[config.mk]
export PLATFORM = sky130hd
export DESIGN_NAME = cpu_test_sequencer
export DESIGN_NICKNAME = d
export VERILOG_FILES = /design/src/rtl/cpu_test_pkg.sv /design/src/rtl/cpu_test_sequencer_counter.sv /design/src/rtl/cpu_test_sequencer.sv
export SDC_FILE = /design/constraint.sdc
export NUM_CORES = 1
export LEC_CHECK = 0
export ABC_AREA = 1
export ABC_CLOCK_PERIOD_IN_PS = 2800
export CAP_MARGIN = 25
export CORE_AREA = 2 2 164 166
export DETAILED_ROUTE_END_ITERATION = 16
export DIE_AREA = 0 0 166 168
export GPL_TIMING_DRIVEN = 0
export PLACE_DENSITY = 0.66
export SKIP_CTS_REPAIR_TIMING = 1
export SLEW_MARGIN = 20
export SYNTH_ARGS = -nofsm -noshare
export SYNTH_HDL_FRONTEND = slang
export SYNTH_SLANG_ARGS = --single-unit
[constraint.sdc]
create_clock -name clk -period 2.8 [get_ports clk]
set_clock_uncertainty 0.15 [all_clocks]
set_input_delay 0.56 -clock clk [delete_from_list [all_inputs] [get_ports clk]]
set_output_delay 0.56 -clock clk [all_outputs]
set_load 0.05 [all_outputs]
[src/rtl/cpu_test_pkg.sv]
// Shared types and defaults for the CPU self-check sequencer.
package cpu_test_pkg;

  typedef enum logic [2:0] {
    S_IDLE     = 3'd0,
    S_RESET    = 3'd1,
    S_RUN      = 3'd2,
    S_CHK_REQ  = 3'd3,
    S_CHK_WAIT = 3'd4,
    S_DONE     = 3'd5
  } seq_state_t;

  localparam logic CHK_REG = 1'b0;
  localparam logic CHK_MEM = 1'b1;

  localparam int DEF_XLEN   = 32;
  localparam int DEF_ADDR_W = 10;
  localparam int CNT_W      = 16;

endpackage

[src/rtl/cpu_test_sequencer_counter.sv]
// Loadable down-counter with zero flag; shared by the reset, run and probe-timeout phases.
module cycle_down_counter #(
  parameter int W = 16
) (
  input  logic         clk,
  input  logic         rst,
  input  logic         load,
  input  logic         dec,
  input  logic [W-1:0] load_val,
  output logic         zero
);

  logic [W-1:0] cnt;

  always_ff @(posedge clk or posedge rst) begin
    if (rst) begin
      cnt <= '0;
    end else if (load) begin
      cnt <= load_val;
    end else if (dec && cnt != '0) begin
      cnt <= cnt - W'(1);
    end
  end

  assign zero = (cnt == '0);

endmodule

[src/rtl/cpu_test_sequencer.sv]
// Self-check sequencer: reset the CPU, let it run, then probe and compare a table of locations.
// state      | meaning
// S_IDLE     | waiting for start, CPU held in reset
// S_RESET    | CPU reset asserted for RESET_CYCLES
// S_RUN      | CPU running until RUN_CYCLES elapse or halt
// S_CHK_REQ  | issue probe for entry idx, or skip it if disabled
// S_CHK_WAIT | wait for probe response or timeout
// S_DONE     | result valid, CPU parked in reset
module cpu_test_sequencer
  import cpu_test_pkg::*;
#(
  parameter int XLEN          = DEF_XLEN,
  parameter int ADDR_W        = DEF_ADDR_W,
  parameter int NUM_CHECKS    = 8,
  parameter int RESET_CYCLES  = 2,
  parameter int RUN_CYCLES    = 15,
  parameter int PROBE_TIMEOUT = 8,
  localparam int FC_W  = $clog2(NUM_CHECKS + 1),
  localparam int IDX_W = (NUM_CHECKS > 1) ? $clog2(NUM_CHECKS) : 1
) (
  input  logic                         clk,
  input  logic                         rst,
  input  logic                         start,
  input  logic                         cpu_halt,
  input  logic [NUM_CHECKS-1:0]        chk_en,
  input  logic [NUM_CHECKS-1:0]        chk_is_mem,
  input  logic [NUM_CHECKS*ADDR_W-1:0] chk_addr,
  input  logic [NUM_CHECKS*XLEN-1:0]   chk_exp,
  output logic                         cpu_rst,
  output logic                         probe_req,
  output logic                         probe_is_mem,
  output logic [ADDR_W-1:0]            probe_addr,
  input  logic                         probe_valid,
  input  logic [XLEN-1:0]              probe_data,
  output logic                         busy,
  output logic                         done,
  output logic                         pass,
  output logic [FC_W-1:0]              fail_count,
  output logic [IDX_W-1:0]             first_fail_idx,
  output logic [15:0]                  run_cycles_used
);

  seq_state_t       state;
  logic [IDX_W-1:0] idx;
  logic             cnt_load, cnt_dec, cnt_zero;
  logic [CNT_W-1:0] cnt_val;
  logic             entry_en, last_idx, probe_active, resolve, mismatch;
  logic [XLEN-1:0]  exp_sel;

  assign entry_en     = chk_en[idx];
  assign last_idx     = (idx == IDX_W'(NUM_CHECKS - 1));
  assign exp_sel      = chk_exp[idx*XLEN +: XLEN];
  assign probe_active = (state == S_CHK_REQ) || (state == S_CHK_WAIT);
  // A response wins over a timeout landing in the same cycle.
  assign resolve      = (state == S_CHK_WAIT) && (probe_valid || cnt_zero);
  assign mismatch     = !probe_valid || (probe_data != exp_sel);

  assign cpu_rst      = !((state == S_RUN) || probe_active);
  assign busy         = !((state == S_IDLE) || (state == S_DONE));
  assign probe_req    = (state == S_CHK_REQ) && entry_en;
  assign probe_is_mem = probe_active && chk_is_mem[idx];
  assign probe_addr   = probe_active ? chk_addr[idx*ADDR_W +: ADDR_W] : '0;

  always_comb begin
    cnt_load = 1'b0;
    cnt_dec  = 1'b0;
    cnt_val  = '0;
    case (state)
      S_IDLE, S_DONE: begin
        cnt_load = start;
        cnt_val  = CNT_W'(RESET_CYCLES - 1);
      end
      S_RESET: begin
        cnt_load = cnt_zero;
        cnt_dec  = !cnt_zero;
        cnt_val  = CNT_W'(RUN_CYCLES - 1);
      end
      S_RUN:      cnt_dec = 1'b1;
      S_CHK_REQ: begin
        cnt_load = entry_en;
        cnt_val  = CNT_W'(PROBE_TIMEOUT - 1);
      end
      S_CHK_WAIT: cnt_dec = 1'b1;
      default: ;
    endcase
  end

  cycle_down_counter #(.W(CNT_W)) u_cnt (
    .clk      (clk),
    .rst      (rst),
    .load     (cnt_load),
    .dec      (cnt_dec),
    .load_val (cnt_val),
    .zero     (cnt_zero)
  );

  always_ff @(posedge clk or posedge rst) begin
    if (rst) begin
      state           <= S_IDLE;
      idx             <= '0;
      done            <= 1'b0;
      pass            <= 1'b0;
      fail_count      <= '0;
      first_fail_idx  <= '0;
      run_cycles_used <= '0;
    end else begin
      case (state)
        S_IDLE, S_DONE: begin
          if (start) begin
            state           <= S_RESET;
            idx             <= '0;
            done            <= 1'b0;
            pass            <= 1'b0;
            fail_count      <= '0;
            first_fail_idx  <= '0;
            run_cycles_used <= '0;
          end
        end
        S_RESET: begin
          if (cnt_zero) state <= S_RUN;
        end
        S_RUN: begin
          if (run_cycles_used != 16'hFFFF) run_cycles_used <= run_cycles_used + 16'd1;
          if (cpu_halt || cnt_zero) begin
            state <= S_CHK_REQ;
            idx   <= '0;
          end
        end
        S_CHK_REQ: begin
          if (entry_en) begin
            state <= S_CHK_WAIT;
          end else if (last_idx) begin
            state <= S_DONE;
            done  <= 1'b1;
            pass  <= (fail_count == '0);
          end else begin
            idx <= idx + IDX_W'(1);
          end
        end
        S_CHK_WAIT: begin
          if (resolve) begin
            if (mismatch) begin
              fail_count <= fail_count + FC_W'(1);
              if (fail_count == '0) first_fail_idx <= idx;
            end
            if (last_idx) begin
              state <= S_DONE;
              done  <= 1'b1;
              pass  <= (fail_count == '0) && !mismatch;
            end else begin
              state <= S_CHK_REQ;
              idx   <= idx + IDX_W'(1);
            end
          end
        end
        default: state <= S_IDLE;
      endcase
    end
  end

endmodule

# Word-level counts from Yosys, hierarchy flattened
# Index checks and enable logic that the tools add are counted.
# W data, S select, Z words.
[classes] reduce_logical=34 n_shift=2 magnitude_cmp=1 multipliers=1 mux=45 addsub=4 n_eq_ne=19
[ops] op="$shiftx A256 B9 Y32" count=1
[ops] op="$shiftx A80 B8 Y10" count=1
[ops] op="$mux W16" count=4
[ops] op="$mux W3" count=15
[ops] op="$ne A32 B32 Y1" count=1
[ops] op="$pmux W16 S2" count=1
[ops] op="$add A16 B1 Y16 const B" count=1
[ops] op="$logic_not A16 Y1" count=1
[ops] op="$ne A16 B16 Y1 const B" count=1
[ops] op="$reduce_bool A16 Y1" count=1
[ops] op="$sub A16 B1 Y16 const B" count=1
[ops] op="$pmux W3 S5" count=1
[ops] op="$reduce_and A5 Y1" count=3
[ops] op="$ne A2 B2 Y1 const B" count=7
[ops] op="$mux W4" count=3
[ops] op="$pmux W3 S4" count=1
[ops] op="$pmux W4 S3" count=1
[ops] op="$mux W1" count=10
[ops] op="$mux W10" count=1
[ops] op="$eq A3 B3 Y1 const B" count=3
[ops] op="$pmux W1 S3" count=3
[ops] op="$pmux W4 S2" count=1
[ops] op="$reduce_and A4 Y1" count=2
[ops] op="$bmux W1 S3" count=2
[ops] op="other kinds (21)" count=40
[word_totals] input_bits=389 word_cells=114 output_inout_bits=39 regBits=47

# Depth between registers and ports, before layout
[depth] ltp_word=8 ltp_mapped=19 mapped_depth_nobuf=17

# Hierarchy
# Synthesis repeated with hierarchy kept, for this count alone.
[unflattened] hier_cells=1406 hier_area_um2=7226.9
[by_module_without_submodules] module="cpu_test_sequencer" area_each_um2=5987.0 instances=1 cells_per_inst=1213 seq_area_each_um2=775.7
[by_module_without_submodules] module="cycle_down_counter" area_each_um2=1239.9 instances=1 cells_per_inst=193 seq_area_each_um2=400.4

# Worst setup path after synthesis
# OpenSTA, ideal clock, no wires.
[synth_path] path_type="register to output" startpoint="register idx[0]" endpoint="output probe_addr[5]" path_buffers=5 stages_incl_launch_ff=11 t_arrival_ns=2.456 path_slack_ns=-0.366 required_time_ns=2.090 cell_sequence="dfrtp_1 -> inv_2 -> buf_4 -> buf_6 -> buf_4 -> clkbuf_1 -> clkbuf_1 -> o21ai_0 -> o22ai_1 -> o21ai_0 -> a31oi_1"
[synth_via] elab_chain_cells=3
[synth_lines] element="start: declaration" line_no="cpu_test_sequencer.sv:44" text="logic [IDX_W-1:0] idx;"
[synth_lines] element="start signal: assignment" line_no="cpu_test_sequencer.sv:137" text="idx <= idx + IDX_W'(1);"
[synth_lines] element="start signal: assignment" line_no="cpu_test_sequencer.sv:152" text="idx <= idx + IDX_W'(1);"
[synth_lines] element="$mul A3 B3 Y6" line_no="cpu_test_sequencer.sv:62" text="assign probe_addr = probe_active ? chk_addr[idx*ADDR_W +: ADDR_W] : '0;"
[synth_lines] element="$shiftx A80 B8 Y10" line_no="cpu_test_sequencer.sv:62"
[synth_lines] element="$mux W10" line_no="cpu_test_sequencer.sv:62"
[synth_lines] element="end: declaration" line_no="cpu_test_sequencer.sv:32" text="output logic [ADDR_W-1:0] probe_addr,"
# No other way between the ends.

# Worst setup path in the final report
[layout_path] startpoint="register idx[0]" endpoint="output probe_addr[9]"
# The elaborated chain is that of the path after synthesis.

==> flow_metrics.py <==
metrics = {
    "synth": {
        "synth.distinct_cells": 43,
        "synth-seq-cells": 47,
        "yosysTopAreaCell": "nand2_1",
        "syn_area_um2": 7060,
        "netlist_top_cells_area": "nand2_1, dfrtp_1, nor2_1",
        "syn_nets": 1744,
        "synth.avg_cell_area_um2": 5.23,
        "async_flop_share_pct": 100,
        "postSynthCellCount": 1348,
        "yosysTopAreaCellShare_pct": 21.1,
        "ys_seq_area_share_pct": 16.7,
        "ys_warn_count": 0,
        "ys.flop_type": "dfrtp_1",
        "synth-edff-count": 0,
    },
    "timing": {
        "finalMaxSlewViolations": 0,
        "worstMarginPinSlew_ns": 0.550,
        "fin_crit_sh_pct": 103,
        "relSlewSlack_pct": 62.9,
        "fmax_ghz": 0.346,
        "setup_viol": 11,
        "rsz0062_at_grt": "yes",
        "finalWorstSetupSlack_ns": -0.0883,
        "hold_viol_final": 0,
        "fin_crit_ns": 2.89,
    },
    "cells_and_area": {
        "final_cell_mix": "clkdlybuf4s50_1, nand2_1, nor2_1",
        "final_nets": 2193,
        "mostFrequentLayoutCell": "clkdlybuf4s50_1",
        "area_delta_synth_final_pct": 80.2,
        "final_layout_size_suffix_gt1_share_pct": 9.73,
    },
    "grt": {
        "grt_max_degree": 33,
        "antenna_found_initial": 18,
        "grt_overflow_total": 0,
        "grt_pass1_wl_um": 61100,
        "grt_pass1_vias": 10200,
        "grt_usage_pct": 28.6,
    },
    "pwr": {
        "leakage_uw": 0.00602,
        "clkPwrFrac_pct": 7.3,
        "p_sw_share_pct": 55.4,
        "p_seq_share_pct": 11.0,
        "p_switching_uw": 5300,
        "comb_power_share_pct": 81.7,
        "p_int_uw": 4270,
        "power_per_cell_area_nw_per_um2": 752,
        "power_uw": 9570,
        "max-vdd-ir-drop_v": 0.000634,
    },
    "worst_setup_path": {
        "critPathCaptureType": "output port",
        "cp.required_ns": 2.09,
        "endpoint": "probe_addr[9]",
        "cp.arrival_ns": 2.18,
        "r2r_start": "idx[0]",
        "path_max_fanout": 7,
        "crit_top_cell": "buf_12",
        "r2r_cells": 17,
        "cp-startpoint": "idx[0]",
        "r2r_end": "fail_count[1]",
        "crit_chain": "inv_2 > buf_6 > buf_12 > buf_12 > buf_12 > buf_12 > nor2_1 > o22ai_2 > o21ai_2 > a31oi_4 > buf_8",
        "criticalPathCategory": "reg -> out",
        "critical-path-max-stage-delay_ns": 0.43,
        "start_kind": "flop",
        "critical-path-slowest-cell": "dfrtp_1",
        "regToRegSetupSlack_ns": 0.12,
    },
    "clocking": {
        "clk_pin_slew_ns": 0.07,
        "clock_tree.root_cell": "clkbuf_16",
        "tritoncts": "done",
        "clock_sinks": 47,
        "numCtsBuffers": 5,
        "clock_path_buffers": 2,
        "htreeDepth": 2,
        "clk_latency_ns": 0.30,
    },
    "routing": {
        "drc": 0,
        "wire_per_inst_um": 19.4,
        "drt_wl_total_um": 41800,
        "drt_pre_antenna_iters": 5,
        "ant_nets": 0,
        "via_per_inst": 4.87,
        "drtIter0Drc": 755,
        "via_count": 10500,
    },
    "placement": {
        "routabilityCongestion": 0.972,
        "place_ws_ns": -1.49,
        "dpl.hpwl_um": 33800,
        "port_buffers": 427,
    },
    "worst_hold_path": {
        "min_path_type": "reg -> reg",
    },
    "outcome": {
        "status": "finished, violations left",
        "violations": "setup timing",
    },
    "flow_run": {
        "maxCapViolations": 0,
    },
    "die": {
        "rows": 60,
        "die_y_um": 168,
        "fp.dieW_um": 166,
        "core_area_um2": 26400,
        "io_pins": 428,
        "die_area_um2": 27900,
        "start_util_pct": 26.8,
    },
}
[power groups by stage]
stage               Clock (uW)  Combinational [uW]  Sequential, uW
global placement             0                7110            1050
global route               738                8550            1080
finish                     698                7820            1050
CTS                        713                7190            1050
floorplan                    0                4590            1150
detailed placement           0                7160            1060
[flip-flops by register name, indices dropped and copies added, names as in the netlist]
| register | count |
|---|---|
| u_cnt.cnt | 16 |
| pass | 1 |
| first_fail_idx | 3 |
| done | 1 |
| idx | 3 |
| run_cycles_used | 16 |
| fail_count | 4 |
| state | 3 |
[stage by stage]
step | util, % | hold WS, ns | instances | area [um2] | TNS (ns)
finish | 48.3 | 0.326 | 2154 | 12700 | -0.484
global route | 48.3 | 0.368 | 2154 | 12700 | -1.87
CTS | 46.0 | 0.330 | 2125 | 12100 | -22.32
detailed placement | 45.3 | 0.312 | 2117 | 11900 | -17.79
global placement | 45.2 | 0.308 | 2116 | 11900 | -17.72
floorplan | - | 0.324 | 1348 | 7220 | 0
[area by class of cell]
cell class | instances | area, um2
Antenna cell | 15 | 37.5
Buffer | 72 | 641
Clock buffer | 5 | 125
Clock inverter | 3 | 46.3
Fill cell | 2795 | 13600
Inverter | 185 | 697
Multi-Input combinational cell | 1044 | 5100
Sequential cell | 47 | 1180
Tap cell | 341 | 427
Timing Repair Buffer | 442 | 4470
[per-layer routing]
layer	track usage (%)	vias to the layer above	wire length, um
met5	0	-	40
met4	12.7	6	1830
met3	4.82	86	2600
met2	52.1	443	21000
met1	32.8	4772	16400
li1	-	5177	-
[worst min path at each step]
stage / startpoint / endpoint / slack (ns) / depth (start not counted)
4_1_cts: first_fail_idx[0] / first_fail_idx[0] / 0.33 / 2
5_1_grt: first_fail_idx[2] / first_fail_idx[2] / 0.37 / 2
2_1_floorplan: u_cnt.cnt[12] / u_cnt.cnt[12] / 0.32 / 2
3_5_place_dp: first_fail_idx[0] / first_fail_idx[0] / 0.31 / 2
6_report: first_fail_idx[0] / first_fail_idx[0] / 0.33 / 2
3_3_place_gp: first_fail_idx[0] / first_fail_idx[0] / 0.31 / 2
[synth_stat cells (all sizes together) (12+ instances only)]
cell type / number
inv: 185
dfrtp: 47
o21ai: 142
clkbuf: 26
nor2: 233
nand2: 401
o22ai: 13
nand3b: 12
a31oi: 13
buf: 46
nand3: 149
nor3: 13
[critical path, delay by kind of cell (launching register included)]
| family | cells | cell delay, ns |
|---|---|---|
| buf+inv | 7 | 0.91 |
| compound gates | 3 | 0.47 |
| flops | 1 | 0.43 |
| simple gates | 1 | 0.06 |
[cells by family after synthesis]
family,count (synthesis),share of synthesized area [%]
buf+inv,257,15.6
compound gates,194,15.1
xor+xnor,16,1.99
simple gates,827,49.5
fa+ha+maj,7,1.24
flops,47,16.7
(Power assumes the default switching activity.)
